**config.mk**
```make
export PLATFORM = sky130hd
export DESIGN_NAME = checkpoint_seq_monitor
export DESIGN_NICKNAME = d
export VERILOG_FILES = /design/src/rtl/checkpoint_seq_monitor.sv
export SDC_FILE = /design/constraint.sdc
export NUM_CORES = 1
export LEC_CHECK = 0
export BUFFER_PORTS_ARGS = -buffer_cell sky130_fd_sc_hd__clkbuf_2
export CORE_UTILIZATION = 60
export DETAILED_ROUTE_END_ITERATION = 16
export GPL_ROUTABILITY_DRIVEN = 0
export HOLD_SLACK_MARGIN = 0.06
export PLACE_DENSITY = 0.76
export SLEW_MARGIN = 20
export SYNTH_ARGS = -nofsm -noshare
export SYNTH_HDL_FRONTEND = slang
export SYNTH_SLANG_ARGS = --single-unit
```
**constraint.sdc**
```tcl
create_clock -name clock -period 3.85 [get_ports clock]
set_clock_uncertainty 0.1 [all_clocks]
set_input_delay 0.1925 -clock clock [delete_from_list [all_inputs] [get_ports clock]]
set_output_delay 0.1925 -clock clock [all_outputs]
set_load 0.1 [all_outputs]
```
**src/rtl/checkpoint_seq_monitor.sv**
```systemverilog
// rtl/checkpoint_seq_monitor.sv - ordered checkpoint-bus sequence checker with glitch filter and timeout
module checkpoint_seq_monitor #(
  parameter  int WIDTH         = 16,
  parameter  int DEPTH         = 32,
  parameter  int TIMEOUT_W     = 24,
  parameter  int STABLE_CYCLES = 2,
  parameter  int STRICT        = 0,
  localparam int AW            = $clog2(DEPTH),
  localparam int LW            = $clog2(DEPTH + 1)
) (
  input  logic                 clock,
  input  logic                 resetb,
  input  logic [WIDTH-1:0]     checkbits,
  input  logic                 load_en,
  input  logic [AW-1:0]        load_addr,
  input  logic [WIDTH-1:0]     load_data,
  input  logic [LW-1:0]        seq_len,
  input  logic [TIMEOUT_W-1:0] timeout_limit,
  input  logic                 start,
  output logic                 busy,
  output logic                 pass,
  output logic                 fail,
  output logic                 timeout,
  output logic                 match_pulse,
  output logic [AW-1:0]        match_idx,
  output logic [WIDTH-1:0]     fail_value
);

  localparam int CW = $clog2(STABLE_CYCLES + 1);
  localparam logic [CW-1:0] CNT_SAT  = CW'(STABLE_CYCLES);
  localparam logic [CW-1:0] CNT_QUAL = CW'(STABLE_CYCLES - 1);

  typedef enum logic [2:0] {
    ST_IDLE,
    ST_ARMED,
    ST_PASS,
    ST_FAIL,
    ST_TIMEOUT
  } state_t;

  state_t               state;
  logic [WIDTH-1:0]     exp_tbl [DEPTH];
  logic [WIDTH-1:0]     prev;
  logic [CW-1:0]        stable_cnt;
  logic                 ev;
  logic [WIDTH-1:0]     ev_val;
  logic [AW-1:0]        idx;
  logic [TIMEOUT_W-1:0] timer;
  logic [LW-1:0]        len_r;
  logic [TIMEOUT_W-1:0] lim_r;
  logic [WIDTH-1:0]     last_ok;

  logic                 same;
  logic [CW-1:0]        cnt_next;
  logic                 qual;
  logic                 hit;
  logic                 is_last;
  logic                 expired;

  // One qualify event per stable run: fires only on the transition into CNT_QUAL.
  always_comb begin
    same = (checkbits == prev);
    if (!same) begin
      cnt_next = '0;
    end else if (stable_cnt == CNT_SAT) begin
      cnt_next = CNT_SAT;
    end else begin
      cnt_next = stable_cnt + 1'b1;
    end
    qual = (cnt_next == CNT_QUAL) && !(same && (stable_cnt == CNT_QUAL));
  end

  assign hit     = ev && (ev_val == exp_tbl[idx]);
  assign is_last = ((LW'(idx) + LW'(1)) == len_r);
  assign expired = (lim_r != '0) && (timer == lim_r - 1'b1);
  assign busy    = (state == ST_ARMED);

  always_ff @(posedge clock) begin
    if (load_en && (state != ST_ARMED)) begin
      exp_tbl[load_addr] <= load_data;
    end
  end

  always_ff @(posedge clock) begin
    if (!resetb) begin
      state       <= ST_IDLE;
      pass        <= 1'b0;
      fail        <= 1'b0;
      timeout     <= 1'b0;
      match_pulse <= 1'b0;
      match_idx   <= '0;
      fail_value  <= '0;
      prev        <= '0;
      stable_cnt  <= '0;
      ev          <= 1'b0;
      ev_val      <= '0;
      idx         <= '0;
      timer       <= '0;
      len_r       <= '0;
      lim_r       <= '0;
      last_ok     <= '0;
    end else begin
      match_pulse <= 1'b0;
      if (start && (state != ST_ARMED)) begin
        state      <= ST_ARMED;
        pass       <= 1'b0;
        fail       <= 1'b0;
        timeout    <= 1'b0;
        match_idx  <= '0;
        fail_value <= '0;
        len_r      <= seq_len;
        lim_r      <= timeout_limit;
        idx        <= '0;
        timer      <= '0;
        prev       <= checkbits;
        stable_cnt <= '0;
        last_ok    <= checkbits;
        ev         <= 1'b0;
      end else begin
        prev       <= checkbits;
        stable_cnt <= cnt_next;
        ev         <= qual;
        ev_val     <= checkbits;
        if (state == ST_ARMED) begin
          // Match beats timeout expiry on the same edge.
          if (len_r == '0) begin
            state <= ST_PASS;
            pass  <= 1'b1;
          end else if (hit) begin
            match_pulse <= 1'b1;
            match_idx   <= idx;
            last_ok     <= ev_val;
            timer       <= '0;
            idx         <= idx + 1'b1;
            if (is_last) begin
              state <= ST_PASS;
              pass  <= 1'b1;
            end
          end else if ((STRICT != 0) && ev && (ev_val != last_ok)) begin
            state      <= ST_FAIL;
            fail       <= 1'b1;
            fail_value <= ev_val;
          end else if (expired) begin
            state   <= ST_TIMEOUT;
            timeout <= 1'b1;
          end else begin
            timer <= timer + 1'b1;
          end
        end
      end
    end
  end

endmodule
```
==> impl_metrics.ini <==
[die]
start_util_pct = 60.8
die_h_um = 208
num_rows = 75
core-area_um2 = 41900
die_w_um = 208
num_io_pins = 97
dieArea_um2 = 43300

[routing]
drc = 0
routed.top_layer = met4
wl_met1_um = 24100
met2_length_um = 29900
viasPerCell = 6.31
avgRoutedWirePerCell_um = 25.2
wirelength_um = 61700
drtIter0Drc = 1859
drtAntennaViolNets = 0
dr.pass1.iters = 5
wl_met3_um = 5650
num_vias = 15500

[power_and_ir_drop]
power_switching_mw = 3.00
p_per_area_nw_per_um2 = 479
power_mw = 14.2
p_sw_share_pct = 21.2
seq_power_share_pct = 52.3
internal_power_mw = 11.2
cellLeakagePower_nw = 9.66
ir_drop_uv = 384
clkPwrFrac_pct = 43.2
p_comb_share_pct = 4.6

[clock_tree]
cts_tree = yes
clk_pin_slew_ns = 0.06
clkSinkCount = 622
cts_made_buffers = 60
clk_latency_ns = 0.62
clockBufferDepth = 3
h-tree-depth = 2
root_buffer = clkbuf_16

[setup_path]
cpMaxStageDelayCell = nor4_1
crit_chain = buf_12 -> mux4_2 -> o22ai_1 -> nor4_1 -> xnor2_1 -> nand2_1 -> nor3_1 -> and4_1 -> buf_12 -> a21oi_1 -> buf_4 -> nand2_1 -> mux2i_1
r2r_setup_slack_ns = 0.06
cp.arrival_ns = 4.23
crit_required_ns = 4.30
cp_num_buf_inv = 3
cpPeakStageDelay_ns = 1.03
cp_max_fo = 32
worst_setup_path_start_kind = flop
critPathKind = flop to flop
cpLargestDelayFamily = simple AND/OR/NAND/NOR gates
critPathCaptureType = flop

[synthesis]
synth_xor_area_share_pct = 2.30
async_flop_share_pct = 0
syn_area_um2 = 25500
synth-edff-count = 512
synth-compound-area-share_pct = 6.05
synth-seq-area-share_pct = 68.9
ys_ff_latch = 622
avgSynthCellArea_um2 = 15.2
yosys_warnings = 0
syn-instance-count = 1672
synthAdderAreaFrac_pct = 0.294
synth_mux_area_share_pct = 11.7
ys.flop_type = edfxtp_1
synth_top_family_by_area = multiplexers
ys_types = 64
synth_simple_gate_area_share_pct = 8.20

[sta]
finalCritPeriodShare_pct = 98.3
tightestPinTransition_ns = 1.22
setup_tns_ns = 0
fin_crit_ns = 3.79
fmax_mhz = 264
hold_viol = 0
slew_headroom_pct = 18.0
fin_hold_ws_ns = 0.0733
final.setup.worst_slack_ns = 0.0637
final_max_slew_viol_count = 0
setup_violations = 0

[global_routing]
grt_overflow = 0
antenna_found_initial = 0
gr-usage-all-layers_pct = 28.9
grt_max_degree = 67
grt_pass1_wl_um = 92700
grt_pass1_vias = 15500

[layout]
postLayoutCoreUtil_pct = 70.5
syn_to_final_growth_pct = 16.0
fill_cells = 2608
drive_gt1_share_pct = 20.4
finalNetCount = 1940
antenna_cells = 0

[worst_hold_path]
hold_path.class = input port to flop

[outcome]
status = complete, no violations

[place]
hpwl_um = 37000
port-buffer-count = 79
preCtsSetupSlack_ns = 0.134

[run]
max_cap_viol_count = 0
per-layer routing:
layer  vias up  GRT usage [%]
li1       6777              -
met1      7765           39.5
met2       799           47.0
met3       142           4.59
met4         0           11.3
met5         -              0
cells in the mapped netlist, drive strengths merged (6+ instances only):
library cell	count	area [µm²]
edfxtp	512	15400
nand2	144	541
mux2i	136	1360
dfxtp	110	2200
nor2	82	310
mux4	71	1600
buf	59	387
a22oi	51	383
clkbuf	49	184
a21boi	47	353
xor2	43	377
nand3	42	210
a21oi	30	150
o22ai	26	163
xnor2	24	210
and2	23	144
nor3	20	100
o21ai	19	95.1
nand2b	18	113
nor4	17	113
inv	15	56.3
or3	14	87.6
nand3b	11	82.6
or4	10	75.1
nand4	9	56.3
or3b	9	78.8
and3	8	50.1
o31ai	7	52.6
ha	6	75.1
final timing paths:
path | depth (start not counted) | end | from
worst max-delay path | 13 | timer[19] | flop
worst min-delay path | 3 | lim_r[20] | resetb
worst max register to register | 13 | timer[19] | flop
worst min register to register | 1 | state[1] | state[1]
cell usage in the layout, fill, tap and decap left out, types with 11 or more instances in the layout:
master         count
edfxtp_1         512
nand2_1          144
mux2i_1          136
dfxtp_1          107
clkbuf_2          80
buf_4             78
mux4_2            71
clkbuf_16         62
nor2_1            59
a22oi_1           51
dlygate4sd3_1     49
a21boi_0          47
xor2_1            43
nand3_1           42
a21oi_1           30
o22ai_1           26
xnor2_1           24
nor2_2            22
and2_1            22
nor3_1            20
nand2b_1          18
conb_1            17
inv_1             15
or3_1             14
o21ai_0           14
clkinv_2          13
nor4_1            12
nand3b_1          11
clkinv_1          11
buf_12            11
registers in the layout, indices dropped and copies added, names as in the netlist, 3 cells and up, named ones only:
| register | flops |
|---|---|
| exp_tbl | 512 |
| lim_r | 24 |
| timer | 24 |
| ev_val | 16 |
| prev | 16 |
| len_r | 6 |
| idx | 5 |
| match_idx | 5 |
| state | 3 |
area by class of cell:
type	count	area (µm²)	area share (%)
flip-flops and latches	622	17600	59.4
multi-input cells	943	7450	25.2
repair buffers	221	1750	5.92
clock buffers	73	1620	5.49
well taps	539	674	2.28
clock inverters	41	448	1.51
inverters	15	56.3	0.190
kinds of logic (layout without fill, tap and decap cells):
logic type | Yosys count | count (layout)
compound gates | 219 | 219
xor+xnor | 67 | 67
fa+ha+maj | 6 | 6
buf+inv | 123 | 350
flops | 622 | 622
mux | 210 | 210
other cells | 1 | 17
simple gates | 424 | 424
power by group through the flow:
stage          registers (mW)  clock network [mW]  logic [mW]
2_1_floorplan            7.54                   0       0.380
3_3_place_gp             7.55                   0       0.577
3_5_place_dp             7.55                   0       0.598
4_1_cts                  7.41                6.18       0.641
5_1_grt                  7.41                6.43       0.700
6_report                 7.41                6.12       0.648
stage by stage:
stage          std cells  cell area, µm²
2_1_floorplan       1688           25600
3_3_place_gp        2290           27000
3_5_place_dp        2290           27000
4_1_cts             2453           29500
5_1_grt             2454           29600
6_report            2454           29600
worst reg2reg max path: cells and delay by family (launching register included):
| kind | cells | cell delay (ns) |
|---|---|---|
| AOI/OAI and AO/OA | 2 | 0.47 |
| xor gates and xnor gates | 1 | 0.18 |
| buffers and inverters | 3 | 0.68 |
| DFF | 1 | 0.40 |
| muxes | 2 | 0.41 |
| and+or+nand+nor | 5 | 1.46 |
what timing repair did:
item                                    4_1_cts  5_1_grt
endpoints found under the setup margin        0       40
gates resized for setup                       0        9
endpoints found under the hold margin        65        0
buffers inserted                              0        0
hold buffers                                 49        0
Power figures use the tool's default switching activity.
